### config.mk
export PLATFORM = sky130hd
export DESIGN_NAME = rmgmt_mac_ext_execute
export DESIGN_NICKNAME = d
export VERILOG_FILES = /design/src/rtl/rmgmt_mac_ext_execute.sv
export SDC_FILE = /design/constraint.sdc
export NUM_CORES = 1
export LEC_CHECK = 0
export ABC_AREA = 1
export CORE_MARGIN = 2
export CORE_UTILIZATION = 45
export DETAILED_ROUTE_END_ITERATION = 10
export PLACE_DENSITY = 0.77
export SYNTH_ARGS = -nofsm -noshare
export SYNTH_HDL_FRONTEND = slang
export SYNTH_SLANG_ARGS = --single-unit
### constraint.sdc
create_clock -name clk_i -period 2.3 [get_ports clk_i]
set_input_delay 0.345 -clock clk_i [delete_from_list [all_inputs] [get_ports clk_i]]
set_output_delay 0.345 -clock clk_i [all_outputs]
set_load 0.05 [all_outputs]
### src/rtl/rmgmt_mac_ext_execute.sv
// ---------------------------------------------------------------------------
// rmgmt_mac_ext_execute
// Execute stage of a RISC-MGMT multiply/accumulate extension. Accepts decoded
// custom ops (MUL, MAC, CLRACC, RDACC) and runs an iterative radix-2^MUL_BITS
// shift-add multiplier. The accumulate add goes through the shared core ALU
// (alu_access path).
//
// Parameters:
//   MUL_BITS       multiplier bits retired per cycle (1, 2 or 4)
// Configuration macro:
//   RMGMT_MAC_SATURATE_EN  when defined, the accumulate saturates on signed
//                          overflow; otherwise it wraps modulo 2^32.
// Ports:
//   clk_i, rst_i          clock, synchronous active-high reset
//   start_i, funct_i      op request from decode and its function code
//   kill_i                pipeline flush, aborts the in-flight op
//   rdata_s_0/1_i         rs0 / rs1 operands
//   busy_o                stall request (combinational)
//   reg_w_o, reg_wdata_o  rd write strobe and data
//   exception_o           illegal funct
//   branch_jump_o, br_j_addr_o  unused, tied 0
//   alu_access_o, alu_op_o, alu_data_0/1_o, alu_res_i  shared ALU access
// ---------------------------------------------------------------------------
package rmgmt_mac_pkg;
   typedef enum logic [3:0] {
      ALU_ADD = 4'd0,
      ALU_SUB = 4'd1,
      ALU_AND = 4'd2,
      ALU_OR  = 4'd3,
      ALU_XOR = 4'd4,
      ALU_SLT = 4'd5
   } aluop_t;
endpackage

module rmgmt_mac_ext_execute
   import rmgmt_mac_pkg::*;
#(
   parameter int MUL_BITS = 1
) (
   input  logic        clk_i,
   input  logic        rst_i,
   input  logic        start_i,
   input  logic [2:0]  funct_i,
   input  logic        kill_i,
   input  logic [31:0] rdata_s_0_i,
   input  logic [31:0] rdata_s_1_i,
   output logic        busy_o,
   output logic        reg_w_o,
   output logic [31:0] reg_wdata_o,
   output logic        exception_o,
   output logic        branch_jump_o,
   output logic [31:0] br_j_addr_o,
   output logic        alu_access_o,
   output aluop_t      alu_op_o,
   output logic [31:0] alu_data_0_o,
   output logic [31:0] alu_data_1_o,
   input  logic [31:0] alu_res_i
);

   localparam int ITER = 32 / MUL_BITS;
   localparam int CW   = (ITER > 1) ? $clog2(ITER) : 1;
   localparam logic [CW-1:0] LAST = CW'(ITER - 1);

   localparam logic [2:0] F_MUL    = 3'b000;
   localparam logic [2:0] F_MAC    = 3'b001;
   localparam logic [2:0] F_CLRACC = 3'b010;
   localparam logic [2:0] F_RDACC  = 3'b011;

   typedef enum logic [1:0] {S_IDLE, S_MUL, S_ACC, S_DONE} state_t;

   state_t          state_q, state_d;
   logic [31:0]     acc_q, acc_d;
   logic [31:0]     product_q, product_d;
   logic [31:0]     mcand_q, mcand_d;
   logic [31:0]     mplier_q, mplier_d;
   logic [CW-1:0]   count_q, count_d;
   logic            isMac_q, isMac_d;
   logic [31:0]     partial;
   logic [31:0]     accSum;
   logic            idleStart;
   logic            accept;

   assign idleStart = (state_q == S_IDLE) && start_i && !kill_i;
   assign accept    = idleStart && ((funct_i == F_MUL) || (funct_i == F_MAC));

   // Partial product for this step: the low MUL_BITS multiplier bits each
   // select a shifted copy of the multiplicand. Only the low 32 bits matter,
   // so signed and unsigned operands give the same result.
   always_comb begin
      partial = '0;
      for (int b = 0; b < MUL_BITS; b++) begin
         if (mplier_q[b]) begin
            partial = partial + (mcand_q << b);
         end
      end
   end

   // Value written back to the accumulator in the ACC state. The saturating
   // build detects signed overflow from the sign bits of the operands and the
   // ALU result and clamps to the extreme of the operands' sign.
`ifdef RMGMT_MAC_SATURATE_EN
   logic accOvf;
   assign accOvf = (acc_q[31] == product_q[31]) && (alu_res_i[31] != acc_q[31]);
   assign accSum = accOvf ? (acc_q[31] ? 32'h8000_0000 : 32'h7FFF_FFFF) : alu_res_i;
`else
   assign accSum = alu_res_i;
`endif

   // Next-state logic. kill is applied last so that it overrides every other
   // transition and leaves the accumulator untouched.
   always_comb begin
      state_d   = state_q;
      acc_d     = acc_q;
      product_d = product_q;
      mcand_d   = mcand_q;
      mplier_d  = mplier_q;
      count_d   = count_q;
      isMac_d   = isMac_q;
      case (state_q)
         S_IDLE: begin
            if (accept) begin
               state_d   = S_MUL;
               mcand_d   = rdata_s_0_i;
               mplier_d  = rdata_s_1_i;
               product_d = '0;
               count_d   = '0;
               isMac_d   = (funct_i == F_MAC);
            end else if (idleStart && (funct_i == F_CLRACC)) begin
               acc_d = '0;
            end
         end
         S_MUL: begin
            product_d = product_q + partial;
            mcand_d   = mcand_q << MUL_BITS;
            mplier_d  = mplier_q >> MUL_BITS;
            count_d   = count_q + CW'(1);
            if (count_q == LAST) begin
               count_d = '0;
               state_d = isMac_q ? S_ACC : S_DONE;
            end
         end
         S_ACC: begin
            acc_d   = accSum;
            state_d = S_DONE;
         end
         S_DONE: begin
            state_d = S_IDLE;
         end
         default: begin
            state_d = S_IDLE;
         end
      endcase
      if (kill_i) begin
         state_d = S_IDLE;
         acc_d   = acc_q;
      end
   end

   // State and datapath registers with synchronous reset.
   always_ff @(posedge clk_i) begin
      if (rst_i) begin
         state_q   <= S_IDLE;
         acc_q     <= '0;
         product_q <= '0;
         mcand_q   <= '0;
         mplier_q  <= '0;
         count_q   <= '0;
         isMac_q   <= 1'b0;
      end else begin
         state_q   <= state_d;
         acc_q     <= acc_d;
         product_q <= product_d;
         mcand_q   <= mcand_d;
         mplier_q  <= mplier_d;
         count_q   <= count_d;
         isMac_q   <= isMac_d;
      end
   end

   // Interface outputs. These react in the same cycle to start/kill so the
   // core can stall on the request cycle and RDACC completes in one cycle.
   always_comb begin
      busy_o       = accept || (!kill_i && ((state_q == S_MUL) || (state_q == S_ACC)));
      alu_access_o = !kill_i && (state_q == S_ACC);
      alu_data_0_o = alu_access_o ? acc_q : '0;
      alu_data_1_o = alu_access_o ? product_q : '0;
      exception_o  = idleStart && funct_i[2];
      reg_w_o      = 1'b0;
      reg_wdata_o  = '0;
      if (!kill_i && (state_q == S_DONE)) begin
         reg_w_o     = 1'b1;
         reg_wdata_o = isMac_q ? acc_q : product_q;
      end else if (idleStart && (funct_i == F_RDACC)) begin
         reg_w_o     = 1'b1;
         reg_wdata_o = acc_q;
      end
   end

   assign alu_op_o      = ALU_ADD;
   assign branch_jump_o = 1'b0;
   assign br_j_addr_o   = '0;

endmodule

Yosys cells after proc, flatten, opt, wreduce, memory -nomap -nowiden
Index checks and enable logic that the tools add are counted.

storage, ports and cells
  output and inout bits = 137
  flip-flop bits (word level) = 136
  memories = 0
  bits in read-only memories = 0
  input bits = 103
  latch bits = 0
  RAM bits = 0

cells by class
  reductions and logical operators = 22
  shift-type cells = 0
  equal/unequal tests = 11
  div/mod/pow operators = 0
  multiply operators = 0
  order comparisons = 0
  multiplexer cells = 24
  add/sub/neg operators = 2
  bitwise logic cells = 1

operators with widths
  operator             count
  $mux 32              11
  $pmux 32 s2          4
  $add 32x32->32       1
  $mux 5               2
  $pmux 5 s2           1
  $logic_and 1x1->1    9
  $pmux 2 s4           1
  $eq 3x2->1 const B   2
  $ne 2x2->1 const B   3
  $reduce_and 2->1     3
  $add 5x1->5 const B  1
  $eq 5x5->1 const B   1
  $eq 2x2->1 const B   2
  $mux 2               2
  $reduce_and 4->1     1
  $reduce_bool 2->1    2
  $eq 3x1->1 const B   1
  $logic_not 3->1      1
  $logic_or 1x1->1     3
  $mux 1               3
  $eq 2x1->1 const B   1
  $logic_not 2->1      1
  $ne 2x1->1 const B   1
  $reduce_or 2->1      1
  2 further kinds      2

Logic depth before layout (Yosys ltp)
Gate-level depths: netlist (run 1).

  depth in word-level cells = 7
  gate-level depth with buffers = 18
  mapped depth without buffers = 16

Least setup slack after synthesis (run 1)
OpenSTA, ideal clock, no wires.

  path type = reg2out
  start = register state_q[0]
  end = output alu_data_1_o[21]
  buffers on the path = 2
  required time = 1.955 ns
  arrival time = 2.605 ns
  path slack = -0.650 ns
  cell stages (with the launch flop) = 9
  cell sequence = dfxtp_1 -> inv_1 -> ha_1 -> clkbuf_1 -> inv_1 -> nor2_1 -> inv_2 -> buf_1 -> nor2_1

between the ends
  cells in the longest elaborated chain, start to end = 3

RTL lines
  element                   line  RTL
  start: declaration        71    state_t state_q, state_d;
  start signal: assignment  170   state_q <= state_d;
  $eq 2x2->1                184   alu_access_o = !kill_i && (state_q == S_ACC);
  $logic_and 1x1->1         184
  net alu_access_o          53    output logic alu_access_o,
  $mux 32                   186   alu_data_1_o = alu_access_o ? product_q : '0;
  end: declaration          56    output logic [31:0] alu_data_1_o,

The timed path passes the listed nets, and every way through them passes these cells.

Worst setup path in the final report (run 1)
  start = register state_q[1]
  end = output reg_wdata_o[1]

between the ends
  cells in the longest elaborated chain, start to end = 6
  elaborated cells on any way between the ends = 8
  those cells by class = 1 x eq/ne; 2 x mux; 5 x reduce/logical

RTL lines
  element                         line  RTL
  $logic_not 2->1                 83    assign idleStart = (state_q == S_IDLE) && start_i && !kill_i;
  $logic_and 1x1->1 (2 in a row)  83
  $logic_and 1x1->1               193   end else if (idleStart && (funct_i == F_RDACC)) begin
  $mux 32                         193
  $mux 32 (*)                     190   if (!kill_i && (state_q == S_DONE)) begin
  end: declaration                49    output logic [31:0] reg_wdata_o,

Every way passes the cells marked *; elsewhere a longest branch is shown, timed or not.

==> results of run 1 <==
-- per-layer routing --
layer  track usage [%]  vias to the layer above
met5                 0                        -
met1              33.9                     4667
met2              44.6                      411
met3              6.04                       51
met4              9.81                        0
li1                  -                     5168
-- cell families after synthesis --
family	Yosys count	share of synthesized area [%]
xor+xnor	3	0.281
simple gates	723	31.0
fa+ha+maj	38	5.17
flops	136	29.1
buf+inv	342	15.8
other cells	1	0.0401
compound gates	276	18.6
-- worst register-to-register path: stages, from the launching register on --
cell,delay [ps]
dfxtp_2,340
buf_4,160
nand2_1,70
inv_1,40
ha_1,350
nand2_1,120
inv_1,60
nand2_1,70
inv_1,80
a21oi_1,170
nand2_2,130
or2_2,300
nand3_1,80
a21oi_1,60
-- timing repair --
action,in CTS,in global routing
buffers inserted,8,3
hold buffers,0,0
pin swaps,4,1
resized for setup,63,43
gates cloned,5,1
setup endpoints to repair,89,95
hold endpoints to repair,0,0
-- registers in the layout (all words and copies together) (netlist names) --
register and count:
state_q 2, product_q 32, mcand_q 32, mplier_q 32, count_q 5, isMac_q 1, acc_q 32
-- final timing paths --
| check | slack (ps) | startpoint | end |
|---|---|---|---|
| max | -20 | state_q[1] | reg_wdata_o[1] |
| min reg2reg | 470 | mplier_q[27] | mplier_q[26] |
| min | 290 | rst_i | isMac_q |
| max reg2reg | 140 | mplier_q[0] | product_q[14] |
-- final cells by class --
cell class / count / area share [%]
multi-input combinational: 1077 / 42.2
timing repair buffer: 259 / 25.9
sequential: 136 / 19.3
inverter: 227 / 6.12
clock buffer: 17 / 3.01
tap: 270 / 2.39
clock inverter: 15 / 0.964
timing repair inverter: 2 / 0.0884
-- synthesized netlist by cell type (all sizes together), types with 2 or more instances --
library cell and number:
nand2 461, inv 226, nor2 150, dfxtp 136, o21ai 107, nand3 87
a21oi 63, a31oi 62, buf 59, clkbuf 56, ha 37, a211oi 35
nor3 9, or2 8, nand3b 4, nand4 3, o21bai 3, xor2 3
o21a 2
-- power groups by stage --
stage / Combinational [uW] / Clock [uW] / Sequential, uW
detailed placement: 797 / 0 / 2550
CTS: 825 / 2660 / 2500
global placement: 785 / 0 / 2550
floorplan: 549 / 0 / 2530
global route: 894 / 2770 / 2510
finish: 834 / 2620 / 2500
-- metrics by stage --
stage          util, %  power, uW  hold WS, ps  std cells
6_report          69.7       5960          293       2003
2_1_floorplan        -       3080          441       1555
3_3_place_gp      64.7       3330          453       1955
4_1_cts           68.8       5990          289       2000
5_1_grt           69.7       6170          332       2003
3_5_place_dp      64.7       3350          461       1955
==> flow_summary_export.csv, run 1 <==
group,metric,value,unit
run_status,status,"complete, but fails checks",
run_status,violations,"setup timing",
timing,period_needed,2320,ps
timing,setup_viol,14,
power,swShare,29.7,%
drt,ant_nets,0,
floorplanning,die_w,148,um
layout,final_cell_area,14200,um2
cts,cts_made_buffers,17,
logic_synthesis,synth_seq_area_share,29.1,%
drt,drc,0,
setup_path,worst-r2r-cell-count,13,
timing,post-route-period-util,101,%
global_routing,grt_pass1_vias,9476,
global_routing,grt_first_pass_wirelength,47.3,mm
floorplanning,rows,52,
floorplanning,die_h,148,um
timing,setup-tns-final,-129,ps
drt,wl_met2,14.2,mm
global_routing,grt_use_total,26.7,%
cts,cts.sinks,136,
drt,drt-initial-drc-count,587,
setup_path,path_delay_family,"buffers and inverters",
global_routing,overflow,0,
place,place_hpwl,21.9,mm
setup_path,max_stage_delay,360,ps
logic_synthesis,synth_top_area_cell,"dfxtp_1",
setup_path,worstPathMaxFanout,8,
setup_path,cp_num_buf_inv,4,
drt,highest_layer,"met4",
place,port-buffer-count,202,
place,pre_cts_ws,-88.6,ps
drt,via_per_inst,5.14,
global_routing,grt_max_degree,69,
power,max-vdd-ir-drop,0.000505,V
job,max_cap_violations,0,
setup_path,cp.required,1960,ps
setup_path,worst-path-stages,9,
setup_path,setup.worst_path.end_class,"primary output",
layout,syn_to_final_growth,51.4,%
logic_synthesis,synthArstFlopShare,0,%
layout,seq_area,2730,um2
floorplanning,dieArea,21900,um2
power,p_switching,1770,uW
min_path,hp-class,"in -> reg",
logic_synthesis,syn_inst,1519,
drt,drt-total-wl,30.3,mm
timing,finalHoldViolations,0,
power,p_per_area,421,nW/um2
floorplanning,core,20300,um2
logic_synthesis,yosys_most_used_dff,"dfxtp_1",
power,seqPwrFrac,42.0,%
global_routing,antenna_found_initial,0,
cts,insertion_delay,430,ps
timing,fin_ws,-18.3,ps
layout,antennaDiodeCount,0,
logic_synthesis,ys_ff_latch,136,
logic_synthesis,syn_area_per_cell,6.15,um2
place,place_area,13100,um2
power,internal_power,4190,uW
cts,cts_tree,"built",
logic_synthesis,synth_edf_count,0,
logic_synthesis,synth_warnings,0,
power,p_clk_share,44.0,%
timing,rsz0062_at_grt,"true",
timing,tightest_slew,628,ps
setup_path,worstPathArrival,1970,ps
setup_path,path_class,"reg -> out",
logic_synthesis,yosys-top-cells-area,"dfxtp_1 (29%), nand2_1 (19%), inv_1 (9.0%)",
timing,clock-skew-final,9.39,ps
cts,h-tree-depth,4,
layout,nNetsFinal,1861,
logic_synthesis,syn_area,9350,um2
timing,max_freq,431,MHz
drt,wl_per_cell,15.1,um
logic_synthesis,synth_cell_types,38,
cts,root_buffer,"clkbuf_16",
layout,final_cell_mix,"nand2_1 (459), inv_1 (218), dfxtp_1 (133), buf_12 (112), clkdlybuf4s50_1 (99)",
layout,drive_above_1_share,20.5,%
power,comb_power_share,14.0,%
logic_synthesis,yosysTopAreaCellShare,29.1,%
floorplanning,start_util,46.0,%
timing,slew_headroom,58.1,%
layout,multiInputGateArea,5980,um2
layout,final_common_cell,"nand2_1",
layout,fillers,1615,
drt,met3WireLength,2.48,mm
setup_path,slowest_stage,"dfxtp_4",
drt,dr.pass1.iters,5,
timing,drv_slew,0,
power,p_leak,0.00606,uW
floorplanning,io_pins,240,
place,gp_congestion,0.951,
min_path,worstHoldPathCells,4,
cts,clock_path_buffers,2,
drt,wl_met1,13.0,mm
drt,vias,10300,
setup_path,crit_chain,"inv_4 -> ha_4 -> nand3_4 -> o21ai_4 -> buf_6 -> buf_16 -> nand3_1 -> o21ai_2 -> buf_12",
setup_path,start_kind,"register",
cts,clk_pin_slew,70,ps
No activity file was read; power rests on OpenSTA's default activity.
==> run 2: changes to the inputs <==
--- a/config.mk
+++ b/config.mk
@@ -10,6 +10,7 @@
 export CORE_UTILIZATION = 45
 export DETAILED_ROUTE_END_ITERATION = 10
 export PLACE_DENSITY = 0.77
+export SLEW_MARGIN = 20
 export SYNTH_ARGS = -nofsm -noshare
 export SYNTH_HDL_FRONTEND = slang
 export SYNTH_SLANG_ARGS = --single-unit
==> results of run 2 <==
No change in the layout: final DEF, timing and power equal those of run 1.
==> run 3: changes to the inputs <==
--- a/config.mk
+++ b/config.mk
@@ -6,10 +6,12 @@
 export NUM_CORES = 1
 export LEC_CHECK = 0
 export ABC_AREA = 1
+export CELL_PAD_IN_SITES_DETAIL_PLACEMENT = 1
+export CELL_PAD_IN_SITES_GLOBAL_PLACEMENT = 2
 export CORE_MARGIN = 2
-export CORE_UTILIZATION = 45
+export CORE_UTILIZATION = 23
 export DETAILED_ROUTE_END_ITERATION = 10
-export PLACE_DENSITY = 0.77
+export PLACE_DENSITY_LB_ADDON = 0.1
 export SLEW_MARGIN = 20
 export SYNTH_ARGS = -nofsm -noshare
 export SYNTH_HDL_FRONTEND = slang
==> run 3 against run 2 <==
Compared with the run above: the run still ends with setup timing left; combinational power grew 9.1%; design area grew 11%; die area grew 93%; fmax shrank 0.95%; worst hold slack gained 85 ps; via count grew 0.84%; total power grew 2.9%; highest routed layer unchanged; clock skew grew 0.51 ps; critical path type unchanged; sequential cell count is the same; register-to-register slack gained 40 ps.
==> flow_summary_export.csv, run 3 (synthesis gave the netlist of run 1 again) <==
group,metric,value,unit
global_routing,antenna_found_initial,0,
power,p_total,6130,uW
drt,drc,0,
cts,insertion_delay,450,ps
setup_path,setup.worst_path.end_class,"primary output",
power,p_per_area,390,nW/um2
setup_path,path_class,"reg -> out",
timing,tightest_slew,678,ps
timing,drv_slew,0,
setup_path,worstSetupEndpoint,"reg_wdata_o[14]",
floorplanning,dieArea,42300,um2
job,max_cap_violations,0,
cts,cts_tree,"built",
cts,cts.sinks,136,
layout,nNetsFinal,1928,
layout,antennaDiodeCount,0,
setup_path,worstPathMaxFanout,8,
global_routing,grt_first_pass_wirelength,60.7,mm
floorplanning,core,39900,um2
drt,wl_per_cell,17.6,um
run_status,violations,"setup timing",
timing,clock-skew-final,9.90,ps
run_status,status,"complete, but fails checks",
power,p_switching,1740,uW
timing,setup-tns-final,-224,ps
layout,drive_above_1_share,26.7,%
place,place_hpwl,29.9,mm
place,port-buffer-count,202,
floorplanning,start_util,23.4,%
setup_path,start_kind,"register",
setup_path,r2r_slack,180,ps
timing,rsz0062_at_grt,"true",
place,place_area,13900,um2
cts,clk_pin_slew,60,ps
global_routing,grt_pass1_vias,10600,
power,p_leak,0.00648,uW
power,swShare,28.3,%
drt,drt-total-wl,40.8,mm
setup_path,worstReg2RegEnd,"product_q[21]",
layout,syn_to_final_growth,68.3,%
timing,post-route-period-util,102,%
power,p_clk_share,44.2,%
floorplanning,die_h,206,um
timing,period_needed,2340,ps
min_path,hp-class,"in -> reg",
drt,vias,10400,
setup_path,r2r_start,"mplier_q[0]",
power,max-vdd-ir-drop,0.000531,V
timing,slew_headroom,54.8,%
drt,drt-initial-drc-count,297,
power,comb_power_share,14.8,%
cts,root_buffer,"clkbuf_16",
setup_path,cp-startpoint,"state_q[1]",
layout,final_cell_mix,"nand2_1 (450), inv_1 (217), dfxtp_1 (133), buf_12 (117), clkdlybuf4s50_1 (101)",
floorplanning,io_pins,240,
floorplanning,rows,73,
power,seqPwrFrac,41.0,%
layout,final_common_cell,"nand2_1",
layout,final_util,39.4,%
global_routing,grt_use_total,18.7,%
layout,fillers,4760,
cts,h-tree-depth,4,
timing,setup_viol,14,
timing,fin_ws,-40.4,ps
cts,clock_path_buffers,2,
timing,finalHoldViolations,0,
drt,via_per_inst,4.47,
drt,ant_nets,0,
cts,cts_made_buffers,17,
global_routing,grt_max_degree,67,
setup_path,worstPathArrival,2000,ps
setup_path,worst-r2r-cell-count,14,
layout,final_cell_area,15700,um2
place,gp_congestion,0.811,
global_routing,overflow,0,
timing,max_freq,427,MHz
drt,dr.pass1.iters,4,
floorplanning,die_w,206,um
setup_path,cp.required,1960,ps
power,internal_power,4400,uW
-- run 3: timing repair --
| action | in CTS | in global routing |
|---|---|---|
| pin swaps | 8 | 6 |
| setup endpoints to repair | 97 | 93 |
| cloned | 5 | 5 |
| hold buffers | 0 | 0 |
| setup buffers | 15 | 4 |
| resized for setup | 99 | 108 |
-- run 3: worst max-delay path, stage by stage, from the launching register on --
cell,delay [ps]
dfxtp_4,370
inv_4,70
ha_4,140
nand3_4,100
o21ai_4,160
buf_6,160
clkbuf_16,180
nand3_2,100
o21ai_4,100
buf_12,160
-- run 3: power by group through the flow --
stage               clock, uW  sequential, uW  combinational [uW]
detailed placement          0            2560                 864
finish                   2710            2510                 910
global placement            0            2560                 855
global route             2890            2530                 986
CTS                      2790            2500                 898
floorplan                   0            2530                 549
-- run 3: worst min path at each step --
stage	slack (ps)	cells after the start	to	start
2_1_floorplan	440	2	mplier_q[31]	mplier_q[31]
3_3_place_gp	460	2	mplier_q[5]	mplier_q[6]
3_5_place_dp	460	2	mplier_q[5]	mplier_q[6]
4_1_cts	370	2	product_q[1]	rst_i
5_1_grt	400	2	mcand_q[0]	rst_i
6_report	380	2	product_q[1]	rst_i
-- run 3: final cells by class --
| cell class | instances | area (um2) | area share (%) |
|---|---|---|---|
| sequential | 136 | 2730 | 17.4 |
| multi-input combinational | 1077 | 6530 | 41.5 |
| clock buffer | 23 | 448 | 2.85 |
| clock inverter | 9 | 101 | 0.644 |
| timing repair buffer | 328 | 4390 | 27.9 |
| tap | 525 | 657 | 4.18 |
| inverter | 227 | 868 | 5.52 |
-- run 3: routing by layer --
metal	part of all wire [%]	global-route usage, %
met3	4.0	2.34
met5	0	0
met1	48	26.2
met4	1.3	4.47
met2	47	30.4
-- run 3: through the flow --
stage / cells / setup WS (ps) / hold WS [ps]
floorplan: 1555 / -176 / 441
global placement: 2264 / -114 / 457
detailed placement: 2264 / -120 / 463
CTS: 2316 / -69.6 / 366
global route: 2325 / -111 / 399
finish: 2325 / -40.4 / 378
